===== config.mk =====
export PLATFORM = sky130hd
export DESIGN_NAME = pipe_stage_buf
export DESIGN_NICKNAME = d
export VERILOG_FILES = /design/src/rtl/pipe_stage_buf.sv
export SDC_FILE = /design/constraint.sdc
export NUM_CORES = 1
export LEC_CHECK = 0
export CELL_PAD_IN_SITES_DETAIL_PLACEMENT = 1
export CELL_PAD_IN_SITES_GLOBAL_PLACEMENT = 2
export CORE_UTILIZATION = 38
export CTS_BUF_LIST = sky130_fd_sc_hd__clkbuf_8
export CTS_CLUSTER_DIAMETER = 150
export DETAILED_ROUTE_END_ITERATION = 10
export PLACE_DENSITY_LB_ADDON = 0.15
export SLEW_MARGIN = 20
export SYNTH_ARGS = -nofsm -noshare
export SYNTH_HDL_FRONTEND = slang
export SYNTH_SLANG_ARGS = --single-unit

===== constraint.sdc =====
create_clock -name clock -period 9.25 [get_ports clock]
set_input_delay 1.85 -clock clock [delete_from_list [all_inputs] [get_ports clock]]
set_output_delay 1.85 -clock clock [all_outputs]
set_load 0.05 [all_outputs]

===== src/rtl/pipe_stage_buf.sv =====
// Elastic pipeline-stage register with valid/ready handshake, flush-to-bubble,
// optional 2-entry skid buffer (registered in_ready) and a saturating stall counter.
module pipe_stage_buf #(
  parameter int unsigned       DATA_W     = 96,
  parameter logic [DATA_W-1:0] BUBBLE_VAL = {DATA_W{1'b0}},
  parameter bit                SKID_EN    = 1'b1,
  parameter int unsigned       CNT_W      = 16
) (
  input  logic              clock,
  input  logic              reset,
  input  logic              flush,
  input  logic              in_valid,
  output logic              in_ready,
  input  logic [DATA_W-1:0] in_data,
  output logic              out_valid,
  input  logic              out_ready,
  output logic [DATA_W-1:0] out_data,
  output logic [1:0]        occupancy,
  output logic [CNT_W-1:0]  stall_cnt,
  input  logic              stall_clr
);

  typedef enum logic [1:0] {
    ST_EMPTY = 2'd0,
    ST_ONE   = 2'd1,
    ST_FULL  = 2'd2
  } state_e;

  state_e             state_q, state_d;
  logic [DATA_W-1:0]  main_q, main_d;
  logic [DATA_W-1:0]  skid_q, skid_d;
  logic               in_ready_q, in_ready_d;
  logic [CNT_W-1:0]   stall_cnt_q, stall_cnt_d;
  logic               in_xfer;
  logic               out_xfer;

  // main_q always holds the older beat; skid_q only ever holds the younger one.
  assign out_valid = (state_q != ST_EMPTY);
  assign out_data  = out_valid ? main_q : BUBBLE_VAL;
  assign occupancy = state_q;
  assign stall_cnt = stall_cnt_q;

  // With the skid buffer, in_ready is a flop and never sees out_ready.
  assign in_ready = SKID_EN ? in_ready_q : (!out_valid || out_ready);
  assign in_xfer  = in_valid && in_ready && !flush;
  assign out_xfer = out_valid && out_ready;

  // NOTE: every always_comb output gets a default first so no latch is inferred.
  always_comb begin
    state_d = state_q;
    main_d  = main_q;
    skid_d  = skid_q;
    if (flush) begin
      state_d = ST_EMPTY;
    end else begin
      case (state_q)
        ST_EMPTY: begin
          if (in_xfer) begin
            state_d = ST_ONE;
            main_d  = in_data;
          end
        end
        ST_ONE: begin
          if (in_xfer && out_xfer) begin
            main_d = in_data;
          end else if (in_xfer && SKID_EN) begin
            state_d = ST_FULL;
            skid_d  = in_data;
          end else if (out_xfer) begin
            state_d = ST_EMPTY;
          end
        end
        ST_FULL: begin
          if (out_xfer) begin
            state_d = ST_ONE;
            main_d  = skid_q;
          end
        end
        default: state_d = ST_EMPTY;
      endcase
    end
    in_ready_d = (state_d != ST_FULL);
  end

  always_comb begin
    stall_cnt_d = stall_cnt_q;
    if (stall_clr) begin
      stall_cnt_d = '0;
    end else if (out_valid && !out_ready && (stall_cnt_q != {CNT_W{1'b1}})) begin
      stall_cnt_d = stall_cnt_q + 1'b1;
    end
  end

  // NOTE: sequential state uses non-blocking assignments so all flops update together.
  always_ff @(posedge clock or posedge reset) begin
    if (reset) begin
      state_q     <= ST_EMPTY;
      in_ready_q  <= 1'b1;
      stall_cnt_q <= '0;
    end else begin
      state_q     <= state_d;
      in_ready_q  <= in_ready_d;
      stall_cnt_q <= stall_cnt_d;
    end
  end

  // NOTE: payload registers are not reset; out_data is muxed to BUBBLE_VAL while empty.
  always_ff @(posedge clock) begin
    main_q <= main_d;
    skid_q <= skid_d;
  end

endmodule


==> summary.txt, run 1 <==
Status
  • Status: finished, final reports clean

Global routing
  • Gr ovfl total: 0
  • GR Util All Layers: 0.175
  • Global-route wire length before repair: roughly 32000 um
  • Largest net degree at the start of global routing: 77
  • Vias in the first global route: 5632
  • Initial antenna violation count: 1

Route
  • M1 WL: just under 9000 um
  • Routed wl met2: 10100 um
  • WL met3: around 1400 um
  • DR WL/cell: 19.0 um
  • Antenna Nets Post-Route: 0
  • 1st-iter DRT viols: about 240
  • Initial DRT Pass Iterations: 5
  • Routed via count: approximately 5.3k
  • Vias/cell: between 4 and 5
  • DRC viols: 0
  • WL final: between 20000 and 25000 um
  • Top layer in use: met5

Critical path
  • Critical Path RT: roughly 7400 ps
  • CP arrival: roughly 3300 ps
  • Worst path cell trace: or2_2, buf_4, and2_1, clkdlybuf4s50_1
  • Slowest CP cell: clkdlybuf4s50_1
  • Worst setup SP type: register
  • Worst Setup SP: occupancy[1]$_DFF_PP0_
  • RR Startpoint: occupancy[1]$_DFF_PP0_
  • Crit path max fanout: 55
  • CP Capture Type: output pin
  • Slowest stage delay, CP: between 800 and 900 ps
  • WS Path Type: register to output pin

Logic synthesis
  • Post-synthesis register bit count: 211
  • Cells after Synth: ~530
  • Async S/R FF share, synth: 0.0900
  • Number of synthesized flops with an enable pin: about 190
  • Mux share of post-synthesis cell area: 0.128
  • Compound-cell area share of the yosys netlist: 0.0236
  • Avg Cell Area, Syn: 16.4 um^2
  • Yosys warnings: 0
  • Dominant cell type by area after synthesis: edfxtp_1
  • Most frequent cells after synthesis: edfxtp_1, mux2_2, and2_1
  • Post-synthesis cell type count: 43
  • Top-count cell post-synth: edfxtp_1
  • Sequential fraction of the synthesis area: 0.715
  • Synth Cell Area: 8730 um^2
  • Top cell type's share of synthesized area: 0.660
  • Mapped Nets: 636
  • Post-Synth Adder-Cell Area: 0.00143
  • Ys flop type: edfxtp_1
  • Largest family of logic cells by synthesized area: multiplexers
  • Simple-gate portion of the synthesized area: 0.114
  • XOR/XNOR Fraction of Synth Area: 0.00100
  • Synth area leaders: edfxtp_1, mux2_2, and2_1

Clock tree
  • Resize count post-CTS: 0
  • TritonCTS Buffers: 37
  • Post-CTS setup buffers: 0
  • Post-CTS Hold Buffers: 0
  • Clock buffer depth: 3
  • Clk Latency, worst-skew pair: ~520 ps
  • Clock Tree Root: clkbuf_8
  • CTS tree: yes
  • H-Tree Depth: 2
  • Sink Count: around 210
  • Clk slew on worst S/H paths: approximately 60 ps

Floorplanning
  • Die H: ~150 um
  • Die ar.: roughly 24000 um^2
  • Cell Rows: 55
  • Core ar.: approximately 23000 um^2
  • Top-Level Pins: around 220
  • Initial core utilization: 0.387
  • Die X: 154 um

Min path
  • Hold/Removal Path Class: register to register
  • Min-delay src: skid_q[14]$_DFFE_PP_

Job
  • Max_cap viols: 0

Power
  • Leakage: ~4 nW
  • Worst VDD drop: approximately 0.11 mV
  • Power Density: 183 nW/um^2

Layout
  • Fin cells: ~1.1k
  • Area delta synth->final: 35.7%
  • Fillers: approximately 2.2k
  • Share of layout cells above drive strength 1: 0.194
  • Final-stage net count: a little under 900
  • Fin area: roughly 12000 um^2

Placement
  • Placer Congestion: ~0.76
  • Placement Cell Area: about 11000 um^2
  • Post-DP HPWL: about 13000 um
  • IO buf count: between 200 and 250
  • Placed Cells: 1012

STA
  • Fin. Hold Viols: 0
  • Max Clock Skew: roughly 18 ps
  • RSZ-0062 raised after global routing: false
  • Setup Viol. Count Final: 0
  • Achievable Freq: ~190 MHz
  • Slew @ Worst Pin: approximately 1000 ps
  • Final Max Tran Viols: 0
  • Max-Slew Margin vs Limit: 0.304
  • Min Tclk post-route: approximately 5100 ps
  • Tcrit/Tclk final: 0.556
  • Final setup TNS: 0 ps
[worst paths after layout]
kind / to / slack, ps / depth (start not counted)
setup / recovery: out_data[9] / 4100 / 4
hold / removal: main_q[14]$_DFFE_PP_ / 540 / 1
setup reg to reg: main_q[38]$_DFFE_PP_ / 6470 / 3
hold reg to reg: main_q[14]$_DFFE_PP_ / 540 / 1
max in group asynchronous: stall_cnt[13]$_DFFE_PP0P_ / 6950 / 2
min in group asynchronous: stall_cnt[9]$_DFFE_PP0P_ / 1800 / 2
[cells by family after synthesis]
group,Yosys count
buffers and inverters,31
adder cells (fa/ha/maj),1
AND/OR/NAND/NOR,158
AO/OA/AOI/OAI,32
multiplexers,99
XOR/XNOR,1
flip-flops,211
[metrics by stage]
stage / utilization / total power, mW / hold slack, ps / worst slack (ps)
after detailed placement: 0.495 / 1.41 / 533 / 4570
after global routing: 0.525 / 2.25 / 558 / 3880
after floorplan: - / 1.29 / 523 / 1870
after CTS: 0.525 / 2.21 / 535 / 4010
final: 0.525 / 2.17 / 536 / 4100
after global placement: 0.495 / 1.41 / 530 / 4640
[where the power goes]
part	internal, mW	total (mW)	switching [mW]
combinational	0.121	0.299	0.179
sequential	1.08	1.09	0.00987
clock	0.415	0.781	0.366
total	1.62	2.17	0.554
[cell type report]
| type | instances | area [um^2] | share of cell area |
|---|---|---|---|
| Clock inverter | 26 | 128 | 0.0108 |
| Inverter | 3 | 13.8 | 0.00116 |
| Clock buffer | 39 | 537 | 0.0453 |
| Tap cell | 285 | 357 | 0.0301 |
| Sequential cell | 211 | 6240 | 0.527 |
| Multi-Input combinational cell | 291 | 2360 | 0.199 |
| Timing Repair Buffer | 222 | 2210 | 0.187 |
| Antenna cell | 1 | 2.50 | 0.000211 |
[sequential cells by signal, indices dropped and copies added (netlist names)]
| signal | count |
|---|---|
| main_q | 96 |
| skid_q | 96 |
| stall_cnt | 16 |
| occupancy | 2 |
| in_ready | 1 |
[cells in the final DEF, fill, tap and decap left out, types with 2 or more instances in the layout]
master,instances
a21oi_1,13
nand2_1,12
mux2_2,97
nor4_1,2
and4_1,3
dfrtp_1,18
inv_1,15
nor2_1,6
and3_1,2
nor2b_1,4
mux2_1,2
o31ai_1,8
clkdlybuf4s50_1,217
and2_1,96
nand4_1,4
buf_4,5
or4_1,8
clkbuf_8,39
nand3_1,8
o21ai_0,2
edfxtp_1,192
or3_1,3
clkinv_1,11
[routing by layer]
| layer | vias to the layer above | GRT usage |
|---|---|---|
| met2 | 167 | 0.289 |
| met3 | 29 | 0.0521 |
| met1 | 2622 | 0.223 |
| met4 | 2 | 0.0471 |
| li1 | 2480 | - |
| met5 | - | 0 |
[critical path, delay by kind of cell, from the launching register on]
| kind | cells | cell delay [ps] |
|---|---|---|
| buffers and inverters | 2 | 1330 |
| AND/OR/NAND/NOR | 2 | 880 |
| flip-flops | 1 | 520 |
(Power assumes the default switching activity.)
==> run 2, diff against run 1 <==
CORE_UTILIZATION = 36   (was 38)
clock period = 5 ns   (was 9.25 ns; I/O delays follow)
==> summary.txt, run 2 (synthesis results as in run 1) <==
Power
  • Leakage: ~4.1 nW
  • Worst VDD drop: between 0.2 and 0.25 mV
  • Power Density: 336 nW/um^2

Critical path
  • WS Path Type: register to output pin
  • Slowest stage delay, CP: 810 ps
  • Crit path max fanout: 54
  • RR Startpoint: occupancy[1]$_DFF_PP0_
  • R2R setup slack: between 2000 and 2500 ps
  • Worst setup SP type: register
  • Slowest CP cell: clkdlybuf4s50_1
  • Worst path cell trace: or2_2, buf_12, and2_1, clkdlybuf4s50_1
  • Critical Path RT: 4000 ps
  • CP Capture Type: output pin
  • CP arrival: slightly above 3000 ps
  • R2R cell count: 3
  • Critical R2R Capture: main_q[75]$_DFFE_PP_

Layout
  • Most frequent cells in the layout: clkdlybuf4s50_1, edfxtp_1, mux2_2, and2_1, clkbuf_8
  • Multi-input gate area: 2360 um^2
  • Area delta synth->final: 36.6%
  • Register area: about 6200 um^2
  • Most common cell after layout, fill and taps aside: clkdlybuf4s50_1
  • Ant diodes: 0
  • Share of layout cells above drive strength 1: 0.200
  • Final-stage net count: slightly below 900
  • Fillers: between 2k and 2.5k

Placement
  • IO buf count: 217
  • Setup WS pre-CTS: 1420 ps
  • Placer Congestion: ~0.75
  • Post-DP HPWL: approximately 14000 um

Min path
  • Hold/Removal Path Class: register to register
  • Hold path cells: 1
  • Min-delay src: skid_q[82]$_DFFE_PP_
  • Hold Path Sink: main_q[82]$_DFFE_PP_

STA
  • Tcrit/Tclk final: 0.807
  • Setup Viol. Count Final: 0
  • Final Max Tran Viols: 0
  • Final setup TNS: 0 ps
  • Slew @ Worst Pin: ~1000 ps
  • Achievable Freq: between 200 and 250 MHz
  • RSZ-0062 raised after global routing: false
  • Max-Slew Margin vs Limit: 0.313
  • Max Clock Skew: 23.7 ps
  • Fin. Hold Viols: 0
  • Min Tclk post-route: between 4000 and 5000 ps
  • Final WS setup: approximately 960 ps

Global routing
  • Initial antenna violation count: 0
  • GR Util All Layers: 0.170
  • Global-route wire length before repair: 32100 um
  • Gr ovfl total: 0
  • Largest net degree at the start of global routing: just under 60
  • Vias in the first global route: roughly 5.7k

Route
  • Antenna Nets Post-Route: 0
  • Vias/cell: 4.76
  • Initial DRT Pass Iterations: 5
  • DR WL/cell: roughly 19 um
  • Routed via count: between 5k and 6k
  • DRC viols: 0
  • 1st-iter DRT viols: between 200 and 250
  • WL final: ~21000 um

Clock tree
  • Post-CTS Hold Buffers: 0
  • Sink Count: 211
  • Clk slew on worst S/H paths: roughly 60 ps
  • Clk Latency, worst-skew pair: between 500 and 600 ps
  • CTS tree: yes
  • Post-CTS setup buffers: 0
  • Clock buffer depth: 3
  • TritonCTS Buffers: 37
  • Resize count post-CTS: 0
  • Clock Tree Root: clkbuf_8
  • H-Tree Depth: 2

Floorplanning
  • Core ar.: approximately 24000 um^2
  • Cell Rows: 56
  • Die H: approximately 160 um
  • Initial core utilization: 0.370
  • Die ar.: about 25000 um^2
  • Die X: 158 um
  • Top-Level Pins: between 200 and 250

Status
  • Status: finished, final reports clean

Job
  • Max_cap viols: 0
==> run 2: changes by cell type in the layout (fill, tap and decap cells not counted) <==
cell,change
diode_2,-1
buf_12,+3
clkinv_2,+4
clkinv_1,-3
clkbuf_8,-2
clkinvlp_4,+1
buf_4,-1
==> run 2: layout make-up <==
cell class | instances | area share
Sequential cell | 211 | 0.523
Multi-Input combinational cell | 291 | 0.198
Timing Repair Buffer | 224 | 0.190
Clock buffer | 37 | 0.0427
Tap cell | 319 | 0.0335
Clock inverter | 28 | 0.0121
Inverter | 3 | 0.00115
==> run 2: per-layer routing <==
| metal | GRT usage | share of wire |
|---|---|---|
| met4 | 0.0467 | 0.016 |
| met1 | 0.217 | 0.43 |
| met2 | 0.282 | 0.49 |
| met3 | 0.0487 | 0.068 |
| met5 | 0 | 0 |
==> run 2: where the power goes <==
group | internal (mW) | switching [mW]
clock network | 0.742 | 0.678
logic | 0.229 | 0.336
registers | 2.00 | 0.0177
==> run 2: worst max path at each step <==
stage | from | endpoint | slack (ps)
floorplan | in_valid | main_q[0]$_DFFE_PP_ | 440
global placement | occupancy[1]$_DFF_PP0_ | out_data[71] | 1540
detailed placement | occupancy[1]$_DFF_PP0_ | out_data[81] | 1420
CTS | occupancy[1]$_DFF_PP0_ | out_data[81] | 840
global route | occupancy[1]$_DFF_PP0_ | out_data[71] | 710
finish | occupancy[1]$_DFF_PP0_ | out_data[81] | 960
==> run 2: critical path: cells and delay by family (launching register included) <==
family | cells | cell delay [ps]
and+or+nand+nor | 2 | 840
DFF | 1 | 540
buffers and inverters | 2 | 1100
==> run 2: per-stage QoR <==
stage          utilization  cell area [um^2]  std cells  total power, mW  hold WS (ps)
2_1_floorplan            -              8730        533             2.38           523
3_3_place_gp         0.477             11300       1048             2.61           531
3_5_place_dp         0.477             11300       1048             2.63           533
4_1_cts              0.505             11900       1113             4.08           543
5_1_grt              0.505             11900       1113             4.18           548
6_report             0.505             11900       1113             4.00           533
==> run 3, diff against run 2 <==
clock period = 4.05 ns   (was 5 ns; I/O delays follow)
==> summary.txt, run 3 (synthesis results as in run 1) <==
Status
  • Status: finished, final reports clean

Floorplanning
  • Core ar.: 23600 um^2
  • Die ar.: 24900 um^2
  • Initial core utilization: 0.370
  • Cell Rows: 56
  • Die X: between 150 and 200 um
  • Top-Level Pins: around 220
  • Die H: about 160 um

STA
  • Slew @ Worst Pin: around 900 ps
  • Tcrit/Tclk final: 0.842
  • Max-Slew Margin vs Limit: 0.388
  • Final Max Tran Viols: 0
  • Min Tclk post-route: approximately 3400 ps
  • RSZ-0062 raised after global routing: false
  • Achievable Freq: about 290 MHz
  • Setup Viol. Count Final: 0
  • Max Clock Skew: between 15 and 20 ps
  • Final setup TNS: 0 ps
  • Final Hold Slack: between 500 and 600 ps
  • Fin. Hold Viols: 0

Min path
  • Hold/Removal Path Class: register to register
  • Hold path cells: 1

Layout
  • Final-stage net count: 875
  • Area delta synth->final: 37.1%
  • Most frequent cells in the layout: clkdlybuf4s50_1, edfxtp_1, mux2_2, and2_1, clkbuf_8
  • Final Util: 0.507
  • Share of layout cells above drive strength 1: 0.206
  • Fin cells: roughly 1.1k
  • Most common cell after layout, fill and taps aside: clkdlybuf4s50_1

Job
  • Max_cap viols: 0

Power
  • Combinational power share: 0.139
  • Sw Ratio: 0.260
  • Switching Power: around 1.3 mW
  • Clk network pwr share: 0.360
  • Int Pwr: 3.69 mW
  • Power Density: 416 nW/um^2
  • Part of the power in registers: 0.501
  • Total Power: 4.98 mW
  • Leakage: around 4.1 nW
  • Worst VDD drop: between 0.15 and 0.2 mV

Clock tree
  • Resize count post-CTS: 0
  • Post-CTS setup buffers: 0
  • Clk Latency, worst-skew pair: 520 ps
  • Post-CTS Hold Buffers: 0
  • CTS tree: yes
  • H-Tree Depth: 2
  • Clock Tree Root: clkbuf_8
  • TritonCTS Buffers: 39
  • Sink Count: approximately 210
  • Clock buffer depth: 3
  • Clk slew on worst S/H paths: about 50 ps

Placement
  • Post-DP HPWL: between 10000 and 15000 um
  • IO buf count: roughly 220
  • Placer Congestion: 0.751
  • Placed Cells: 1050

Route
  • WL final: between 20000 and 25000 um
  • 1st-iter DRT viols: approximately 250
  • Routed via count: approximately 5.3k
  • Initial DRT Pass Iterations: 5
  • Vias/cell: 4.79
  • Antenna Nets Post-Route: 0
  • DRC viols: 0
  • DR WL/cell: 18.5 um

Global routing
  • Largest net degree at the start of global routing: 79
  • GR Util All Layers: 0.167
  • Global-route wire length before repair: 31600 um
  • Vias in the first global route: 5688
  • Initial antenna violation count: 0
  • Gr ovfl total: 0

Critical path
  • Worst setup SP type: register
  • Crit path max fanout: 43
  • Critical Path RT: around 3200 ps
  • R2R cell count: 5
  • CP arrival: 2600 ps
  • CP Capture Type: output pin
  • WS Path Type: register to output pin
run 3: changes by cell type in the layout (fill, tap and decap cells not counted):
cell        previous run  this run
buf_12                 3         4
buf_4                  4         5
bufinv_16              1         0
clkbuf_8              37        41
clkinv_1               8         5
clkinv_2               4         5
clkinvlp_4             2         1
diode_2                0         1
inv_1                 15        14
inv_6                  0         1
o21bai_1               1         2
o21bai_2               1         0
run 3: layout make-up:
cell class                 count  area (um^2)
clock inverter                24          105
inverter                       3         13.8
clock buffer                  41          564
multi-input combinational    291         2350
sequential                   211         6240
tap                          319          399
fill                        2383        11600
antenna                        1         2.50
timing repair buffer         226         2290
run 3: worst max-delay path, stage by stage, from the launching register on:
cell	delay (ps)
dfrtp_1	510
or2_2	210
buf_4	330
and2_1	210
clkdlybuf4s50_1	810
run 3: path summary, 6_finish.rpt:
check / slack [ps] / from / to
setup / recovery: 640 / occupancy[1]$_DFF_PP0_ / out_data[53]
hold / removal: 530 / skid_q[10]$_DFFE_PP_ / main_q[10]$_DFFE_PP_
setup reg to reg: 1630 / stall_cnt[1]$_DFFE_PP0P_ / stall_cnt[13]$_DFFE_PP0P_
hold reg to reg: 530 / skid_q[10]$_DFFE_PP_ / main_q[10]$_DFFE_PP_
max in group asynchronous: 2820 / reset / stall_cnt[14]$_DFFE_PP0P_
min in group asynchronous: 750 / reset / stall_cnt[1]$_DFFE_PP0P_
run 3: through the flow:
step	setup slack [ps]	area, um^2
finish	638	12000
global route	483	12000
CTS	571	12000
detailed placement	1120	11300
global placement	1200	11300
floorplan	630	8740
run 3: power groups by stage:
stage / Combinational (mW) / Clock (mW) / Sequential [mW]
after global routing: 0.734 / 1.95 / 2.50
after floorplan: 0.395 / 0 / 2.54
after global placement: 0.689 / 0 / 2.54
after detailed placement: 0.702 / 0 / 2.54
final: 0.694 / 1.79 / 2.49
after CTS: 0.705 / 1.87 / 2.49
run 3: layer usage:
| metal | track usage | vias up | wire length (um) |
|---|---|---|---|
| met5 | 0 | - | 0 |
| met2 | 0.269 | 178 | 9840 |
| li1 | - | 2491 | - |
| met4 | 0.0596 | 0 | 386 |
| met1 | 0.218 | 2650 | 9000 |
| met3 | 0.0408 | 28 | 1420 |
==> patch 1: new RTL, settings of run 3 <==
The parameter `DATA_W` goes from 96 to 48.
--- a/src/rtl/pipe_stage_buf.sv
+++ b/src/rtl/pipe_stage_buf.sv
@@ -1,7 +1,7 @@
 // Elastic pipeline-stage register with valid/ready handshake, flush-to-bubble,
 // optional 2-entry skid buffer (registered in_ready) and a saturating stall counter.
 module pipe_stage_buf #(
-  parameter int unsigned       DATA_W     = 96,
+  parameter int unsigned       DATA_W     = 48,
   parameter logic [DATA_W-1:0] BUBBLE_VAL = {DATA_W{1'b0}},
   parameter bit                SKID_EN    = 1'b1,
   parameter int unsigned       CNT_W      = 16
Interface: changed (resized in_data and out_data); port bits go from 218 to 122. No check against the original RTL was run, so the function may have changed too.
==> patch 1 against run 3 <==
- sequential share of layout area down 1.9 points
- critical path type unchanged
- design area down 44%
- first-iteration DRC count down 30%
- routed wire length down 46%
- largest power group unchanged
- sequential cell count down 96
- sequential power down 46%
- setup slack better by 0.051 ns
- critical path depth unchanged
- total power down 45%
- area after synthesis down 44%
- largest cell class unchanged
- highest routed layer unchanged
==> patch 1: results <==
export IMPL_status="finished, final reports clean"
export IMPL_antenna_cells=0
export IMPL_grt_max_degree=49
export IMPL_totalWireLength_um=11100
export IMPL_cts_max_level=4
export IMPL_clk_latency_ns=0.43
export IMPL_multi_input_area_um2=1440
export IMPL_seq_area_frac_synth=0.690
export IMPL_yosys_area_share_adder=0.00257
export IMPL_finalNetCount=509
export IMPL_cts_max_path_buffers=2
export IMPL_final_cells=642
export IMPL_async_reset_ff_frac=0.165
export IMPL_grt_total_usage=0.167
export IMPL_port_buffers=121
export IMPL_inv_count=5
export IMPL_final_nonclk_buf_share=0.189
export IMPL_clkTransAtPathRegs_ns=0.07
export IMPL_grt_pass1_wl_um=17500
export IMPL_drive_gt1_frac=0.185
export IMPL_routabilityCongestion=0.764
export IMPL_seq_cells=115
export IMPL_syn_nets=379
export IMPL_critPathMaxFanout=19
export IMPL_slew_headroom=0.421
export IMPL_ys_types=34
export IMPL_clkbuf_count=17
export IMPL_multi_input_area_share=0.216
export IMPL_leakage_uw=0.00224
export IMPL_drt_iter0_markers=173
export IMPL_first_global_vias=3309
export IMPL_fillers=1319
export IMPL_critPathArrivalTime_ns=2.55
export IMPL_irDropWorstVdd_uv=225
export IMPL_firstDrtPassIters=4
export IMPL_synth_edf_count=96
export IMPL_synthMuxAreaShare=0.116
export IMPL_synth_common_cells="96 x edfxtp_1, 51 x nor2b_1, 48 x mux2_2"
export IMPL_clock_skew_final_ns=0.0110
export IMPL_clk_share=0.0571
export IMPL_synth_compound_area_frac=0.0476
export IMPL_buffers=128
export IMPL_synth_area_leaders="edfxtp_1 59%, mux2_2 11%, dfrtp_1 9.3%"
export IMPL_multi_input_gates=187
export IMPL_dr_total_vias=3160
export IMPL_reg2reg_slack_ns=1.63
-- patch 1: changes by cell type after synthesis, sizes merged, moves of 3 or more --
cell    delta
nand2      -7
buf        -7
and2      -96
edfxtp    -96
nor2b     +46
clkbuf     -4
mux2      -49
and3       -3
-- patch 1: worst max-delay path, cell delays in order (launching register included) --
cell	delay (ns)
dfrtp_1	0.52
nor2_4	0.47
buf_4	0.32
nor2b_1	0.07
clkdlybuf4s50_1	0.74
-- patch 1: power breakdown --
part           total, uW  switching (uW)  leakage, uW  internal [uW]
registers           1340            12.2      0.00114           1330
logic                370             224     0.000898            146
clock network       1040             450     0.000198            590
total               2750             686      0.00224           2070
-- patch 1: worst paths after layout --
| check | start | cells after the start | end |
|---|---|---|---|
| worst max-delay path | occupancy[1] | 4 | out_data[25] |
| worst min-delay path | skid_q[2] | 1 | main_q[2] |
| worst max register to register | occupancy[1] | 3 | main_q[12] |
| worst min register to register | skid_q[2] | 1 | main_q[2] |
| max in group asynchronous | reset | 2 | stall_cnt[1] |
| min in group asynchronous | reset | 2 | stall_cnt[12] |
-- patch 1: kinds of logic (layout without fill, tap and decap cells) --
kind of cell / count (synthesis) / after routing
flops: 115 / 115
simple gates: 101 / 101
mux: 50 / 50
compound gates: 35 / 35
buf+inv: 22 / 164
fa+ha+maj: 1 / 1
-- patch 1: metrics by stage --
step	hold WS (ns)	setup slack [ns]
finish	0.546	0.689
CTS	0.551	0.622
global placement	0.529	1.07
global route	0.562	0.529
floorplan	0.523	0.344
detailed placement	0.532	0.959
-- patch 1: layer usage --
layer | vias up | global-route usage | part of all wire
met5 | - | 0 | 0
met4 | 0 | 0.0673 | 0.016
met3 | 14 | 0.0569 | 0.052
met2 | 92 | 0.261 | 0.47
met1 | 1562 | 0.210 | 0.46
li1 | 1492 | - | -
==> patch 2: new RTL, flow settings as in run 3 <==
Made on the original files. Reset style: synchronous (`reset`), changed in one clocked block.
--- a/src/rtl/pipe_stage_buf.sv
+++ b/src/rtl/pipe_stage_buf.sv
@@ -92,7 +92,7 @@
   end
 
   // NOTE: sequential state uses non-blocking assignments so all flops update together.
-  always_ff @(posedge clock or posedge reset) begin
+  always_ff @(posedge clock) begin
     if (reset) begin
       state_q     <= ST_EMPTY;
       in_ready_q  <= 1'b1;
Function: changed (Yosys sat finds a counterexample within 4 cycles, from zero or initial values and one cycle with reset high; the reset may be asserted at any time).
==> patch 2 against run 3 <==
- routed wire length is 2.0% lower
- highest routed layer unchanged
- design area down 0.82%
- sequential cell count is the same
- non-clock buffer count did not move
- setup slack worse by 0.10 ns
- area after synthesis shrank 1.6%
- total power is 5.4% lower
- first-iteration DRC count is 4.8% lower
==> patch 2: results <==
export IMPL_multi_input_area_um2=2370
export IMPL_seq_area_frac_synth=0.716
export IMPL_drive_gt1_frac=0.215
export IMPL_grt_max_degree=77
export IMPL_grt_pass1_wl_um=31400
export IMPL_endpoint="out_data[7]"
export IMPL_vias_per_cell=4.71
export IMPL_totalWireLength_um=20200
export IMPL_grt_total_usage=0.167
export IMPL_fillers=2347
export IMPL_critPathArrivalTime_ns=2.71
export IMPL_fp_dieArea_um2=24500
export IMPL_synth_common_cells="192 x edfxtp_1, 100 x and2_1, 96 x mux2_2"
export IMPL_hold_end="stall_cnt[14]"
export IMPL_irDropWorstVdd_uv=314
export IMPL_cts_buffers=38
export IMPL_rr_startpoint="occupancy[1]"
export IMPL_internal_power_uw=3600
export IMPL_async_reset_ff_frac=0
export IMPL_final_nonclk_buf_share=0.191
export IMPL_status="finished, final reports clean"
export IMPL_routabilityCongestion=0.728
export IMPL_powerDensity_nw_per_um2=397
export IMPL_clk_share=0.0568
export IMPL_clkbuf_count=39
export IMPL_inv_count=5
export IMPL_rr_worst_depth=3
patch 2: changes by cell type after synthesis, sizes merged, moves of 4 or more:
cell	before	now
dfxtp	0	19
o21ai	3	9
or4	8	3
and2	97	101
mux2i	0	5
or3	3	9
o31ai	8	2
dfrtp	18	0
patch 2: layer usage:
metal  global-route usage  wire length (um)
met4               0.0542               337
met3               0.0485              1470
met5                    0                 0
met2                0.272              9750
met1                0.213              8670
patch 2: per-stage QoR:
step | cells | setup TNS, ns | utilization | setup WS (ns)
6_report | 1113 | 0 | 0.507 | 0.534
3_5_place_dp | 1049 | 0 | 0.479 | 1.04
5_1_grt | 1113 | 0 | 0.507 | 0.362
4_1_cts | 1113 | 0 | 0.507 | 0.482
2_1_floorplan | 529 | -42.78 | - | -0.585
3_3_place_gp | 1049 | 0 | 0.479 | 1.10
patch 2: critical path: stages, from the launching register on:
cell and delay (ns):
dfxtp_1 0.55, or2_2 0.19, buf_4 0.35, and2_1 0.26
clkdlybuf4s50_1 0.82
